### src/rtl/instruction_fetch_pkg.sv
// Shared fetch-stage definitions: datapath widths, bubble encoding, FSM states, fetch stride.
// The TRAP state exists only when FETCH_MISALIGN_TRAP_EN is defined.
package instruction_fetch_pkg;

  localparam int PC_WIDTH   = 32;
  localparam int INST_WIDTH = 32;

  localparam logic [INST_WIDTH-1:0] NOP_ENCODING = 32'h00000013;
  localparam logic [PC_WIDTH-1:0]   FETCH_STRIDE = 32'd4;

`ifdef FETCH_MISALIGN_TRAP_EN
  typedef enum logic [1:0] {IDLE = 2'd0, FETCH = 2'd1, TRAP = 2'd2} fetch_state_t;
`else
  typedef enum logic [1:0] {IDLE = 2'd0, FETCH = 2'd1} fetch_state_t;
`endif

  function automatic logic [PC_WIDTH-1:0] align_word(input logic [PC_WIDTH-1:0] addr);
    return {addr[PC_WIDTH-1:2], 2'b00};
  endfunction

endpackage

### src/rtl/instruction_fetch_if_id_register.sv
// IF/ID pipeline register: flush loads a bubble with pc held, load captures a fetched word,
// otherwise the contents hold.
module if_id_register
  import instruction_fetch_pkg::*;
#(
  parameter logic [INST_WIDTH-1:0] NOP_INST = NOP_ENCODING
) (
  input  logic                  clk,
  input  logic                  rst,
  input  logic                  load,
  input  logic                  flush,
  input  logic [PC_WIDTH-1:0]   pc_in,
  input  logic [INST_WIDTH-1:0] inst_in,
  output logic [PC_WIDTH-1:0]   pc,
  output logic [INST_WIDTH-1:0] instruction,
  output logic                  inst_valid
);

  always_ff @(posedge clk or posedge rst) begin
    if (rst) begin
      pc          <= '0;
      instruction <= NOP_INST;
      inst_valid  <= 1'b0;
    end else if (flush) begin
      instruction <= NOP_INST;
      inst_valid  <= 1'b0;
    end else if (load) begin
      pc          <= pc_in;
      instruction <= inst_in;
      inst_valid  <= 1'b1;
    end else begin
      inst_valid  <= inst_valid;
    end
  end

endmodule

### src/rtl/instruction_fetch.sv
// Instruction fetch stage: owns the program counter, issues valid/ready fetches and feeds IF/ID.
// Optional misaligned-redirect trap enabled by defining FETCH_MISALIGN_TRAP_EN.
module instruction_fetch
  import instruction_fetch_pkg::*;
#(
  parameter logic [PC_WIDTH-1:0]   RESET_PC = 32'h00000000,
  parameter logic [INST_WIDTH-1:0] NOP_INST = NOP_ENCODING
) (
  input  logic                  clk,
  input  logic                  rst,
  input  logic                  cpu_en,
  input  logic                  is_stall,
  input  logic                  is_branch_taken,
  input  logic [PC_WIDTH-1:0]   branch_target,
  output logic                  imem_req,
  output logic [PC_WIDTH-1:0]   imem_addr,
  input  logic                  imem_valid,
  input  logic [INST_WIDTH-1:0] imem_rdata,
  output logic [PC_WIDTH-1:0]   pc,
  output logic [INST_WIDTH-1:0] instruction,
  output logic                  inst_valid
`ifdef FETCH_MISALIGN_TRAP_EN
  ,
  output logic                  fetch_fault
`endif
);

  fetch_state_t        state, next_state;
  logic [PC_WIDTH-1:0] fetch_pc, next_fetch_pc;
  logic                load, flush, transfer, redirect, misaligned;

  assign imem_req  = (state == FETCH) && cpu_en && !(is_stall && inst_valid);
  assign imem_addr = fetch_pc;
  assign transfer  = imem_req && imem_valid;
  assign redirect  = cpu_en && is_branch_taken;

`ifdef FETCH_MISALIGN_TRAP_EN
  assign misaligned  = (branch_target[1:0] != 2'b00);
  assign fetch_fault = (state == TRAP);
`else
  assign misaligned  = 1'b0;
`endif

  always_ff @(posedge clk or posedge rst) begin
    if (rst) begin
      state    <= IDLE;
      fetch_pc <= RESET_PC;
    end else begin
      state    <= next_state;
      fetch_pc <= next_fetch_pc;
    end
  end

  // A redirect outranks stall and any same-cycle transfer; cpu_en low freezes everything.
  always_comb begin
    next_state    = state;
    next_fetch_pc = fetch_pc;
    load          = 1'b0;
    flush         = 1'b0;
    if (!cpu_en) begin
      next_state = state;
    end else begin
      case (state)
        IDLE: begin
          next_state = FETCH;
          if (redirect) begin
            next_fetch_pc = align_word(branch_target);
            flush         = 1'b1;
          end else begin
            flush         = 1'b0;
          end
        end
        FETCH: begin
          if (redirect) begin
            flush = 1'b1;
`ifdef FETCH_MISALIGN_TRAP_EN
            if (misaligned) begin
              next_state = TRAP;
            end else begin
              next_fetch_pc = align_word(branch_target);
            end
`else
            next_fetch_pc = align_word(branch_target);
`endif
          end else if (transfer) begin
            load          = 1'b1;
            next_fetch_pc = fetch_pc + FETCH_STRIDE;
          end else if (!is_stall) begin
            flush = 1'b1;
          end else begin
            load  = 1'b0;
          end
        end
`ifdef FETCH_MISALIGN_TRAP_EN
        TRAP: begin
          next_state = TRAP;
          flush      = 1'b1;
        end
`endif
        default: begin
          next_state    = IDLE;
          next_fetch_pc = RESET_PC;
          flush         = 1'b1;
        end
      endcase
    end
  end

  if_id_register #(
    .NOP_INST(NOP_INST)
  ) u_if_id (
    .clk        (clk),
    .rst        (rst),
    .load       (load),
    .flush      (flush),
    .pc_in      (fetch_pc),
    .inst_in    (imem_rdata),
    .pc         (pc),
    .instruction(instruction),
    .inst_valid (inst_valid)
  );

endmodule
### config.mk
export PLATFORM = sky130hd
export DESIGN_NAME = instruction_fetch
export DESIGN_NICKNAME = d
export VERILOG_FILES = /design/src/rtl/instruction_fetch_pkg.sv /design/src/rtl/instruction_fetch_if_id_register.sv /design/src/rtl/instruction_fetch.sv
export SDC_FILE = /design/constraint.sdc
export NUM_CORES = 1
export LEC_CHECK = 0
export BUFFER_PORTS_ARGS = -buffer_cell sky130_fd_sc_hd__clkbuf_2
export CORE_AREA = 2 2 108 110
export DETAILED_ROUTE_END_ITERATION = 16
export DIE_AREA = 0 0 110 112
export PLACE_DENSITY = 0.62
export SETUP_SLACK_MARGIN = 0.5
export SYNTH_ARGS = -nofsm -noshare
export SYNTH_HDL_FRONTEND = slang
export SYNTH_SLANG_ARGS = --single-unit
export TNS_END_PERCENT = 5
### constraint.sdc
create_clock -name clk -period 3.44 [get_ports clk]
set_input_delay 0.688 -clock clk [delete_from_list [all_inputs] [get_ports clk]]
set_output_delay 0.688 -clock clk [all_outputs]
set_load 0.01 [all_outputs]
# ---- Yosys cells after proc, flatten, opt, wreduce, memory -nomap -nowiden
# Cells that the tools add are included.
dict set report word_totals {
  ff_bits 99
  inputBits 70
  out_inout_bits 98
  word_cells 41
}
dict set report op_classes {
  addsub 1
  n_eq_ne 3
  n_mux 19
  bitwise_logic 2
  n_reduce_logical 11
}
# cell count
set op_table {}
lappend op_table {{32-bit two-way mux} 5}
lappend op_table {{32-bit case mux with 2 select lines} 1}
lappend op_table {{32-bit by 3-bit adder with 32-bit output, second input constant} 1}
lappend op_table {{1-bit two-way mux} 11}
lappend op_table {{1-bit logical AND} 5}
lappend op_table {{2-bit case mux with 2 select lines} 1}
lappend op_table {{2-bit AND reduction} 2}
lappend op_table {{3-bit inequality test, second input constant} 1}
lappend op_table {{3-bit AND reduction} 1}
lappend op_table {{2-bit by 1-bit == test with 1-bit output, second input constant} 1}
lappend op_table {{2-bit logical NOT} 1}
lappend op_table {{2-bit inequality test, second input constant} 1}
lappend op_table {{1-bit inverter} 2}
lappend op_table {{1-bit case mux with 2 select lines} 1}
lappend op_table {{2-bit nonzero test} 1}
lappend op_table {{1-bit logical NOT} 1}

# ---- Longest topological paths before layout
# Gate-level depths: netlist (run 1).
dict set report logic_depth {
  ltp_word 10
  ltp_mapped 8
  mapped_depth_nobuf 6
}

# ---- Cells and area by module
# From an unflattened synthesis (run 1), not the netlist that was laid out.
dict set report hier_totals {
  cells_unflattened 418
  hier_area_um2 4697.0
}
# mod n_inst cells_per_inst area_per_inst_um2 seq_area_each_um2
set modules_own_cells {}
lappend modules_own_cells {if_id_register 1 177 2660.1 1630.3}
lappend modules_own_cells {instruction_fetch 1 241 2037.0 775.7}

# ---- Least setup slack after synthesis (run 1)
# Ideal clock, no wire load.
dict set report synth_timing {
  path_kind {in2reg}
  from {input port cpu_en}
  to {register fetch_pc[31] (netlist: imem_addr[31])}
  setup_time_ps 69
  t_arrival_ps 2019
  t_required_ps 3371
  slack_ps 1352
  stages 8
  path_cell_list {buf_2 nand2_1 a21oi_1 and3b_1 buf_2 clkbuf_1 nand4_1 nand3_1}
}
dict set report synth_via {
  elab_chain_cells 5
  word_cells_on_any_way 9
}
# item line
set synth_lines {}
lappend synth_lines {{from (decl)} instruction_fetch.sv:11} ;# input logic cpu_en,
lappend synth_lines {{1-bit logical AND (2 in series)} instruction_fetch.sv:32} ;# assign imem_req = (state == FETCH) && cpu_en && !(is_stall && inst_valid);
lappend synth_lines {{via imem_req} instruction_fetch.sv:15} ;# output logic imem_req,
lappend synth_lines {{1-bit logical AND} instruction_fetch.sv:34} ;# assign transfer = imem_req && imem_valid;
lappend synth_lines {{3-bit inequality test (no source line)} n/a}
lappend synth_lines {{3-bit AND reduction (no source line)} n/a}
lappend synth_lines {{to (signal assigned)} instruction_fetch.sv:50} ;# fetch_pc <= next_fetch_pc;
lappend synth_lines {{to (decl)} instruction_fetch.sv:29} ;# logic [PC_WIDTH-1:0] fetch_pc, next_fetch_pc;
# The timed path passes the listed nets, and every way through them passes these cells.
# A chain may end at the register's enable or synchronous reset.

# ---- Worst setup path in the final report (run 1)
dict set report layout_timing {
  from {register fetch_pc[2] (netlist: imem_addr[2])}
  to {register fetch_pc[26] (netlist: imem_addr[26])}
}
dict set report layout_via {
  elab_chain_cells 4
}
# item line
set layout_lines {}
lappend layout_lines {{32-bit by 3-bit adder with 32-bit output} instruction_fetch.sv:87} ;# next_fetch_pc = fetch_pc + FETCH_STRIDE;
lappend layout_lines {{32-bit two-way mux} instruction_fetch.sv:85} ;# end else if (transfer) begin
lappend layout_lines {{32-bit two-way mux} instruction_fetch.sv:74} ;# if (redirect) begin
lappend layout_lines {{32-bit case mux with 2 select lines} instruction_fetch.sv:63} ;# case (state)
# No other way between the ends. The select of a mux whose other input is x is not followed.

==> results of run 1 <==
## state kept, by name, summed over array words and instances, names as in the netlist
register	cells
imem_addr	30
state	1
u_if_id.inst_valid	1
u_if_id.instruction	32
u_if_id.pc	30
## layer usage
metal / up-vias / GRT usage, % / share of wire, %
li1: 1923 / - / -
met3: 13 / 6.265 / 8.1
met5: - / 0 / 0
met4: 0 / 5.823 / 1.3
met2: 147 / 32.64 / 47
met1: 1928 / 27.88 / 44
## worst paths after layout
path                                start                      to  cells past startpoint
setup / recovery             imem_addr[2]           imem_addr[26]                      6
hold / removal             u_if_id.pc[24]          u_if_id.pc[24]                      2
setup reg to reg             imem_addr[2]           imem_addr[26]                      6
hold reg to reg            u_if_id.pc[24]          u_if_id.pc[24]                      2
max in group asynchronous             rst  u_if_id.instruction[1]                      3
min in group asynchronous             rst          u_if_id.pc[15]                      2
## through the flow
step,setup WS [ns],cells,instance area (µm²)
2_1_floorplan,1.352,460,4377
3_3_place_gp,1.017,738,5281
5_1_grt,0.9950,754,5604
4_1_cts,1.229,754,5604
6_report,1.235,754,5604
3_5_place_dp,0.9438,738,5281
## area by class of cell
cell class              count  area [µm²]  share of cell area (%)
clock buffers               9       225.2                   4.019
clock inverters             7       97.59                   1.741
inverters                   5       22.52                  0.4019
multi-input cells         327        1833                   32.71
flip-flops and latches     94        2356                   42.04
well taps                 143       178.9                   3.193
repair buffers            169       890.9                   15.90
## cell usage in the layout, fill, tap and decap left out, drive strengths merged, types with 5 or more instances in the layout
cell,synthesis,routed
clkbuf,23,170
nand2,114,114
dfrtp,91,91
a21oi,34,34
a22o,29,29
nand3,25,25
o21ai,20,20
nor2,14,14
o22ai,12,12
nand4,11,11
buf,11,8
a2bb2oi,7,7
nor3,7,7
inv,5,5
## cells by family (layout without fill, tap and decap cells)
logic type,count (synthesis),in the layout,share of synthesized area (%)
adder cells (fa/ha/maj),1,1,0.2868
flip-flops,94,94,54.02
multiplexers,1,1,0.2295
AO/OA/AOI/OAI,126,126,19.51
buffers and inverters,39,190,4.303
other,1,4,0.08598
AND/OR/NAND/NOR,195,195,21.57
## where the power goes
group | leakage [nW] | total [mW] | internal, mW | switching, mW
registers | 1.15 | 1.54 | 1.31 | 0.236
clock network | 0.152 | 1.08 | 0.640 | 0.442
logic | 1.52 | 0.805 | 0.338 | 0.467
## worst min-delay path, cell delays in order, from the launching register on
cell	delay [ns]
dfrtp_1	0.34
nand2_1	0.05
nand2_1	0.05
==> impl_metrics.ini, run 1 <==
[outcome]
status = complete, no violations

[floorplan]
num_rows = 39
io_pins = 168
core-area_mm2 = 0.01117
die_h_um = 112
start_util_pct = 39.03
die_w_um = 110
die_area_mm2 = 0.01232

[cts]
cts_setup_buffers = 0
clock_latency_ns = 0.34
cts.sinks = 94
cts-resized-gates = 0
numCtsBuffers = 9
cts-root-buf = clkbuf_16
clkTransAtPathRegs_ns = 0.07
htree_num_levels = 3
clockBufferDepth = 2
cts_tree = built
hold_buffers = 0

[timing]
max_slew_margin_pct = 46.12
setup_tns_ns = 0
whs_ns = 0.4728
fmax_mhz = 453.6
worst_pin_slew_ns = 0.8028
maxSlewViolCount = 0
rsz0062_at_grt = no
skew_ns = 0.004994
post-route-period-util_pct = 64.09
period_needed_ns = 2.205
setup_viol = 0
final_hold_viol_count = 0

[flow_run]
maxCapViolCount = 0

[worst_setup_path]
cp_top_family = simple AND/OR/NAND/NOR gates
crit_path_max_fanout = 8
crit_required_ns = 3.72
crit_top_cell = nand3_1
worstSetupStartpointType = flip-flop
cp_cell_sequence = ha_1 > nand4_1 > nor2_1 > nand3_1 > or4_1 > nand3_1
slowest_delay_ns = 0.47
rrSetupSlack_ns = 1.24
critPathCaptureType = flip-flop
critPathKind = flip-flop to flip-flop
path_buf_inv = 0
critPathArrivalTime_ns = 2.48
cpMaxStageDelayCell = nor2_1

[cells_and_area]
final_nets = 677
insertedDiodeCount = 0
utilization_pct = 50.15
nFillCells = 1046
syn2layout_area_growth_pct = 28.49
drive_gt1_share_pct = 33.55

[global_routing]
grt_pass1_vias = 3924
grt_max_degree = 51
overflow = 0
antenna_found_initial = 0
track_usage_pct = 20.82
grt_pass1_wl_um = 20010

[route]
routed_via_density = 5.320
final_antenna_net_count = 0
dr_total_vias = 4011
drt-total-wl_um = 12450
drt-initial-drc-count = 288
drc = 0
wl_per_cell_um = 16.51
dr.pass1.iters = 4

[yosys]
synth_top_area_share_pct = 52.21
post-synth-top-count-cell = nand2_1
synth.largest_area_cell = dfrtp_1
netlist_top_cells_count = 112 x nand2_1, 91 x dfrtp_1, 34 x a21oi_1, 29 x a22o_1, 23 x nand3_1
syn-cell-area_mm2 = 0.004362
ys_seq_area_share_pct = 54.02
ys_async_sr_fraction_pct = 100.0
synth_flop_cell = dfrtp_1
yosysWarnings = 0
ys_types = 55
synth.area.top_cells = dfrtp_1 52%, nand2_1 9.6%, a22o_1 5.8%
synth_edf_count = 0
avgSynthCellArea_um2 = 9.544
synth_cells = 457
synth-seq-cells = 94

[power_and_ir_drop]
peakVddDrop_mv = 0.2877
power_density_mw_per_mm2 = 612.2
p_leak_nw = 2.821
p_total_mw = 3.431

[placed_design]
gp_congestion = 0.8164
dpl.hpwl_um = 8801
port_buffers = 161

[worst_hold_path]
hold_path_class = flip-flop to flip-flop
Note: power is estimated with default switching activity, not from simulation.
==> run 2: changes to the inputs <==
- clock period: 3.44 -> 2.1 ns (I/O delays scaled with it)
==> run 2 against run 1 <==
Effect of this change:
- combinational power up 110%
- utilization grew 2.6 points
- global-route usage rose by 0.38 points
- wire length is 3.8% higher
- critical endpoint is now imem_addr[23]
- largest power group unchanged
- largest cell class unchanged
- final cell count increased by 3.8%
- via count rose by 3.5%
==> impl_metrics.ini, run 2 (synthesis gave the netlist of run 1 again) <==
[outcome]
status = complete, no violations

[worst_setup_path]
critPathArrivalTime_ns = 1.94
cp_cell_sequence = nand4_4 > or3_4 > nor3_4 > o21ai_0 > a22oi_1
slowest_delay_ns = 0.45
crit_path_max_fanout = 5
path_buf_inv = 0
crit_required_ns = 2.35
critPathCaptureType = flip-flop
cp_top_family = simple AND/OR/NAND/NOR gates
cpMaxStageDelayCell = or3_4
critPathKind = flip-flop to flip-flop
worstSetupStartpointType = flip-flop

[cells_and_area]
drive_gt1_share_pct = 39.69
syn2layout_area_growth_pct = 35.17
final_cell_count_no_fill = 783
largest_register_ffs = 32
nFillCells = 1035
final_nets = 706
top_register = u_if_id.instruction
insertedDiodeCount = 0
mostFrequentLayoutCells = 161 x clkbuf_2, 112 x nand2_1, 81 x dfrtp_1, 33 x a21oi_1, 33 x buf_4
final_area_mm2 = 0.005896
layout_commonest_cell = clkbuf_2

[timing]
skew_ns = 0.006173
rsz0062_at_grt = yes
fmax_mhz = 591.7
worst_pin_slew_ns = 0.6291
period_needed_ns = 1.690
setup_viol = 0
max_slew_margin_pct = 57.97
whs_ns = 0.1427
post-route-period-util_pct = 80.48
setup_tns_ns = 0
maxSlewViolCount = 0
final_hold_viol_count = 0

[power_and_ir_drop]
swShare_pct = 34.58
p_clk_share_pct = 27.9
pwr-share-comb_pct = 29.3
p_sw_mw = 1.973
peakVddDrop_mv = 0.4541
p_leak_nw = 2.967
p_seq_share_pct = 42.7
power_density_mw_per_mm2 = 967.9
p_int_mw = 3.733

[global_routing]
grt_max_degree = 61
overflow = 0
track_usage_pct = 21.20
antenna_found_initial = 0
grt_pass1_wl_um = 20300
grt_pass1_vias = 4071

[floorplan]
die_h_um = 112
die_w_um = 110
die_area_mm2 = 0.01232
num_rows = 39
io_pins = 168
core-area_mm2 = 0.01117
start_util_pct = 39.03

[cts]
clkTransAtPathRegs_ns = 0.07
cts.sinks = 94
clock_latency_ns = 0.34
cts-root-buf = clkbuf_16
cts_tree = built
htree_num_levels = 3
numCtsBuffers = 9
clockBufferDepth = 2

[route]
dr.pass1.iters = 4
wl_per_cell_um = 16.50
routed_via_density = 5.300
final_antenna_net_count = 0
drt-initial-drc-count = 304
dr_total_vias = 4150
drc = 0
drt-total-wl_um = 12920

[placed_design]
placed_area_mm2 = 0.005456
placed_cells = 758
gp_congestion = 0.8260
dpl.hpwl_um = 9103
port_buffers = 161

[flow_run]
maxCapViolCount = 0

[worst_hold_path]
hold_path_class = input pin to async pin
[run 2: changes by cell type in the layout (fill, tap and decap cells not counted), sizes merged]
cell      change
buf          +29
bufinv        -2
clkbuf        +1
clkinv        -1
clkinvlp      -1
inv           +3
[run 2: worst register-to-register path: stages (launching register included)]
cell and delay [ns]:
dfrtp_2 0.41, nand4_4 0.17, or3_4 0.45, nor3_4 0.26, o21ai_0 0.11, a22oi_1 0.20
[run 2: power by group through the flow]
stage	logic, mW	clock network, mW	registers, mW
after floorplan	0.643	0	2.62
after global placement	1.56	0	2.44
after detailed placement	1.59	0	2.46
after CTS	1.66	1.64	2.44
after global routing	1.85	1.74	2.49
final	1.67	1.59	2.44
[run 2: layout make-up]
class,count,area (µm²),share of cell area (%)
Inverter,5,22.52,0.3820
Tap cell,143,178.9,3.035
Clock buffer,10,239.0,4.053
Multi-Input combinational cell,327,1902,32.26
Sequential cell,94,2369,40.17
Clock inverter,6,51.30,0.8701
Timing Repair Buffer,198,1134,19.23
[run 2: metrics by stage]
step | worst slack [ns] | util, % | power (mW)
floorplan | 0.2798 | - | 3.260
global placement | 0.2617 | 48.83 | 4.003
detailed placement | 0.2356 | 48.83 | 4.048
CTS | 0.4226 | 52.29 | 5.735
global route | 0.3123 | 52.76 | 6.081
finish | 0.4100 | 52.76 | 5.706
[run 2: routing by layer]
layer	wire [µm]	GRT usage [%]	part of all wire [%]
met5	0	0	0
met2	6149	33.42	48
met1	5475	27.88	42
met4	203	6.245	1.6
met3	1088	6.674	8.4
[run 2: worst paths after layout]
check                                           to  slack, ns      startpoint  cells past startpoint
min in group clk           u_if_id.instruction[26]       0.29  imem_rdata[26]                      2
setup reg to reg                     imem_addr[23]       0.41    imem_addr[8]                      5
hold reg to reg                     u_if_id.pc[13]       0.48  u_if_id.pc[13]                      2
hold / removal              u_if_id.instruction[2]       0.14             rst                      2
max in group asynchronous             imem_addr[3]       1.31             rst                      3
setup / recovery                     imem_addr[23]       0.41    imem_addr[8]                      5
[run 2: what timing repair did]
action,4_1_cts,5_1_grt
hold buffers,0,0
gates resized for setup,14,11
setup buffers,6,3
pin swaps,3,4
endpoints found under the setup margin,25,85
==> run 3: changes to the inputs <==
- ABC_AREA: not set -> 1
- CORE_AREA: 2 2 108 110 -> 2 2 112 114
- DIE_AREA: 0 0 110 112 -> 0 0 114 116
- clock period: 2.1 -> 1.6 ns (I/O delays scaled with it)
==> run 3 against run 2 <==
Effect of this change:
- sequential power up 40%
- synthesized cell count up 40%
- wire length up 9.4%
- count of clock-buffer cells in the layout up 2
- non-clock buffer count up 12
- clock skew down 0.00093 ns
- combinational power up 96%
- highest routed layer unchanged
- largest cell class is now multi-input combinational cells
==> impl_metrics.ini, run 3 <==
[cts]
cts-root-buf = clkbuf_16
clkTransAtPathRegs_ns = 0.07
cts_tree = built
cts.sinks = 94
clockBufferDepth = 2
clock_latency_ns = 0.35
numCtsBuffers = 9
htree_num_levels = 3

[timing]
rsz0062_at_grt = yes
maxSlewViolCount = 0
post-route-period-util_pct = 97.77
max_slew_margin_pct = 65.99
setup_tns_ns = 0
worst_pin_slew_ns = 0.5102
whs_ns = 0.1026
skew_ns = 0.005242
setup_viol = 0
period_needed_ns = 1.564
fmax_mhz = 639.3
final_hold_viol_count = 0

[yosys]
ys_types = 31
netlist_top_cells_count = 207 x nand2_1, 91 x dfrtp_1, 76 x inv_1, 74 x nor2_1, 72 x o21ai_0
synth_flop_cell = dfrtp_1
synth-seq-cells = 94
avgSynthCellArea_um2 = 7.407
synth_top_area_share_pct = 48.11
yosysWarnings = 0
ys_async_sr_fraction_pct = 100.0
synth.area.top_cells = dfrtp_1 48%, nand2_1 16%, o21ai_0 7.6%
synth.largest_area_cell = dfrtp_1
synth_cells = 639
syn-cell-area_mm2 = 0.004733
ys_seq_area_share_pct = 49.78
synth_edf_count = 0
post-synth-top-count-cell = nand2_1

[worst_setup_path]
crit_path_max_fanout = 5
cpMaxStageDelayCell = dfrtp_1
critPathCaptureType = flip-flop
cp_cell_sequence = ha_2 > nand2_2 > nor2_4 > nand2_1 > nor2_2 > nand2_1 > nand2_1 > nand3_1 > nand2_1 > nand2_1
crit_required_ns = 1.84
worstSetupStartpointType = flip-flop
critPathKind = flip-flop to flip-flop
crit_top_cell = nand2_1
slowest_delay_ns = 0.40
critPathArrivalTime_ns = 1.80

[cells_and_area]
drive_gt1_share_pct = 43.10
layout_commonest_cell = nand2_1
syn2layout_area_growth_pct = 49.51
final_nets = 906
final_cell_count_no_fill = 987
final_area_mm2 = 0.007077
mostFrequentLayoutCells = 145 x nand2_1, 84 x dfrtp_1, 79 x clkbuf_2, 74 x inv_1, 60 x nor2_1
largest_register_ffs = 32
nFillCells = 1092
top_register = u_if_id.instruction
insertedDiodeCount = 0

[placed_design]
dpl.hpwl_um = 10160
gp_congestion = 0.9012
placed_area_mm2 = 0.005902
port_buffers = 161
placed_cells = 953

[route]
drt-initial-drc-count = 259
dr_total_vias = 4770
drc = 0
final_antenna_net_count = 0
routed_via_density = 4.833
wl_per_cell_um = 14.31
dr.pass1.iters = 5
drt-total-wl_um = 14130

[global_routing]
grt_max_degree = 95
antenna_found_initial = 0
track_usage_pct = 21.44
grt_pass1_vias = 4527
overflow = 0
grt_pass1_wl_um = 22090

[power_and_ir_drop]
pwr-share-comb_pct = 37.2
power_density_mw_per_mm2 = 1240
p_leak_nw = 3.663
peakVddDrop_mv = 0.6272
p_int_mw = 5.540
p_seq_share_pct = 38.9
p_sw_mw = 3.235
p_clk_share_pct = 23.9
swShare_pct = 36.87

[worst_hold_path]
hold_path_class = input pin to async pin

[floorplan]
die_h_um = 116
core-area_mm2 = 0.01191
start_util_pct = 39.74
die_w_um = 114
die_area_mm2 = 0.01322
num_rows = 40
io_pins = 168

[flow_run]
maxCapViolCount = 0

[outcome]
status = complete, no violations
run 3: area by class of cell:
class                   instances  area (µm²)  area share (%)
repair buffers                210        1508           21.30
clock inverters                 4       30.03          0.4243
well taps                     147       183.9           2.599
flip-flops and latches         94        2365           33.42
inverters                      79       307.8           4.349
multi-input cells             441        2426           34.28
clock buffers                  12       256.5           3.624
run 3: cell families after synthesis:
kind of cell / Yosys count / share of synthesized area, %
buffers and inverters: 107 / 9.622
AO/OA/AOI/OAI: 98 / 11.02
other: 1 / 0.07923
flip-flops: 94 / 49.78
adder cells (fa/ha/maj): 1 / 0.2643
AND/OR/NAND/NOR: 336 / 28.87
XOR/XNOR: 2 / 0.3701
run 3: critical path: cells and delay by family, from the launching register on:
kind	cells	cell delay [ns]
AND/OR/NAND/NOR	9	0.84
flip-flops	1	0.40
adder cells (fa/ha/maj)	1	0.22
run 3: worst paths after layout:
check                           cells after the start  slack, ns                 endpoint           start
worst min-delay path                                3       0.10   u_if_id.instruction[5]             rst
worst max-delay path                               10       0.04            imem_addr[24]    imem_addr[3]
worst max register to register                     10       0.04            imem_addr[24]    imem_addr[3]
min in group clk                                    3       0.18  u_if_id.instruction[15]  imem_rdata[15]
worst min register to register                      2       0.49           u_if_id.pc[22]  u_if_id.pc[22]
max in group asynchronous                           3       1.07            imem_addr[26]             rst
run 3: per-layer routing:
metal / GRT usage [%] / wire length (µm) / vias to the layer above
li1: - / - / 2395
met1: 28.50 / 6212 / 2187
met2: 35.28 / 6825 / 169
met3: 3.504 / 864 / 19
met4: 8.455 / 223 / 0
met5: 0 / 0 / -
run 3: what timing repair did:
item                       4_1_cts  5_1_grt
setup endpoints to repair      187      187
setup buffers                   17        1
pin swaps                       15       63
gates resized for setup         37      294
hold buffers                     0        0
run 3: per-stage QoR:
step	setup slack [ns]	power (mW)	util, %
final	0.03573	8.775	59.41
after detailed placement	-0.002646	5.904	49.55
after floorplan	0.1219	4.673	-
after global routing	-0.04334	9.311	59.41
after global placement	0.001571	5.840	49.55
after CTS	0.06886	8.278	53.98
run 3: power by group through the flow:
| stage | Clock [mW] | Sequential [mW] | Combinational (mW) |
|---|---|---|---|
| 4_1_cts | 2.16 | 3.33 | 2.79 |
| 3_5_place_dp | 0 | 3.37 | 2.53 |
| 6_report | 2.09 | 3.41 | 3.27 |
| 5_1_grt | 2.24 | 3.48 | 3.60 |
| 3_3_place_gp | 0 | 3.35 | 2.49 |
| 2_1_floorplan | 0 | 3.55 | 1.12 |
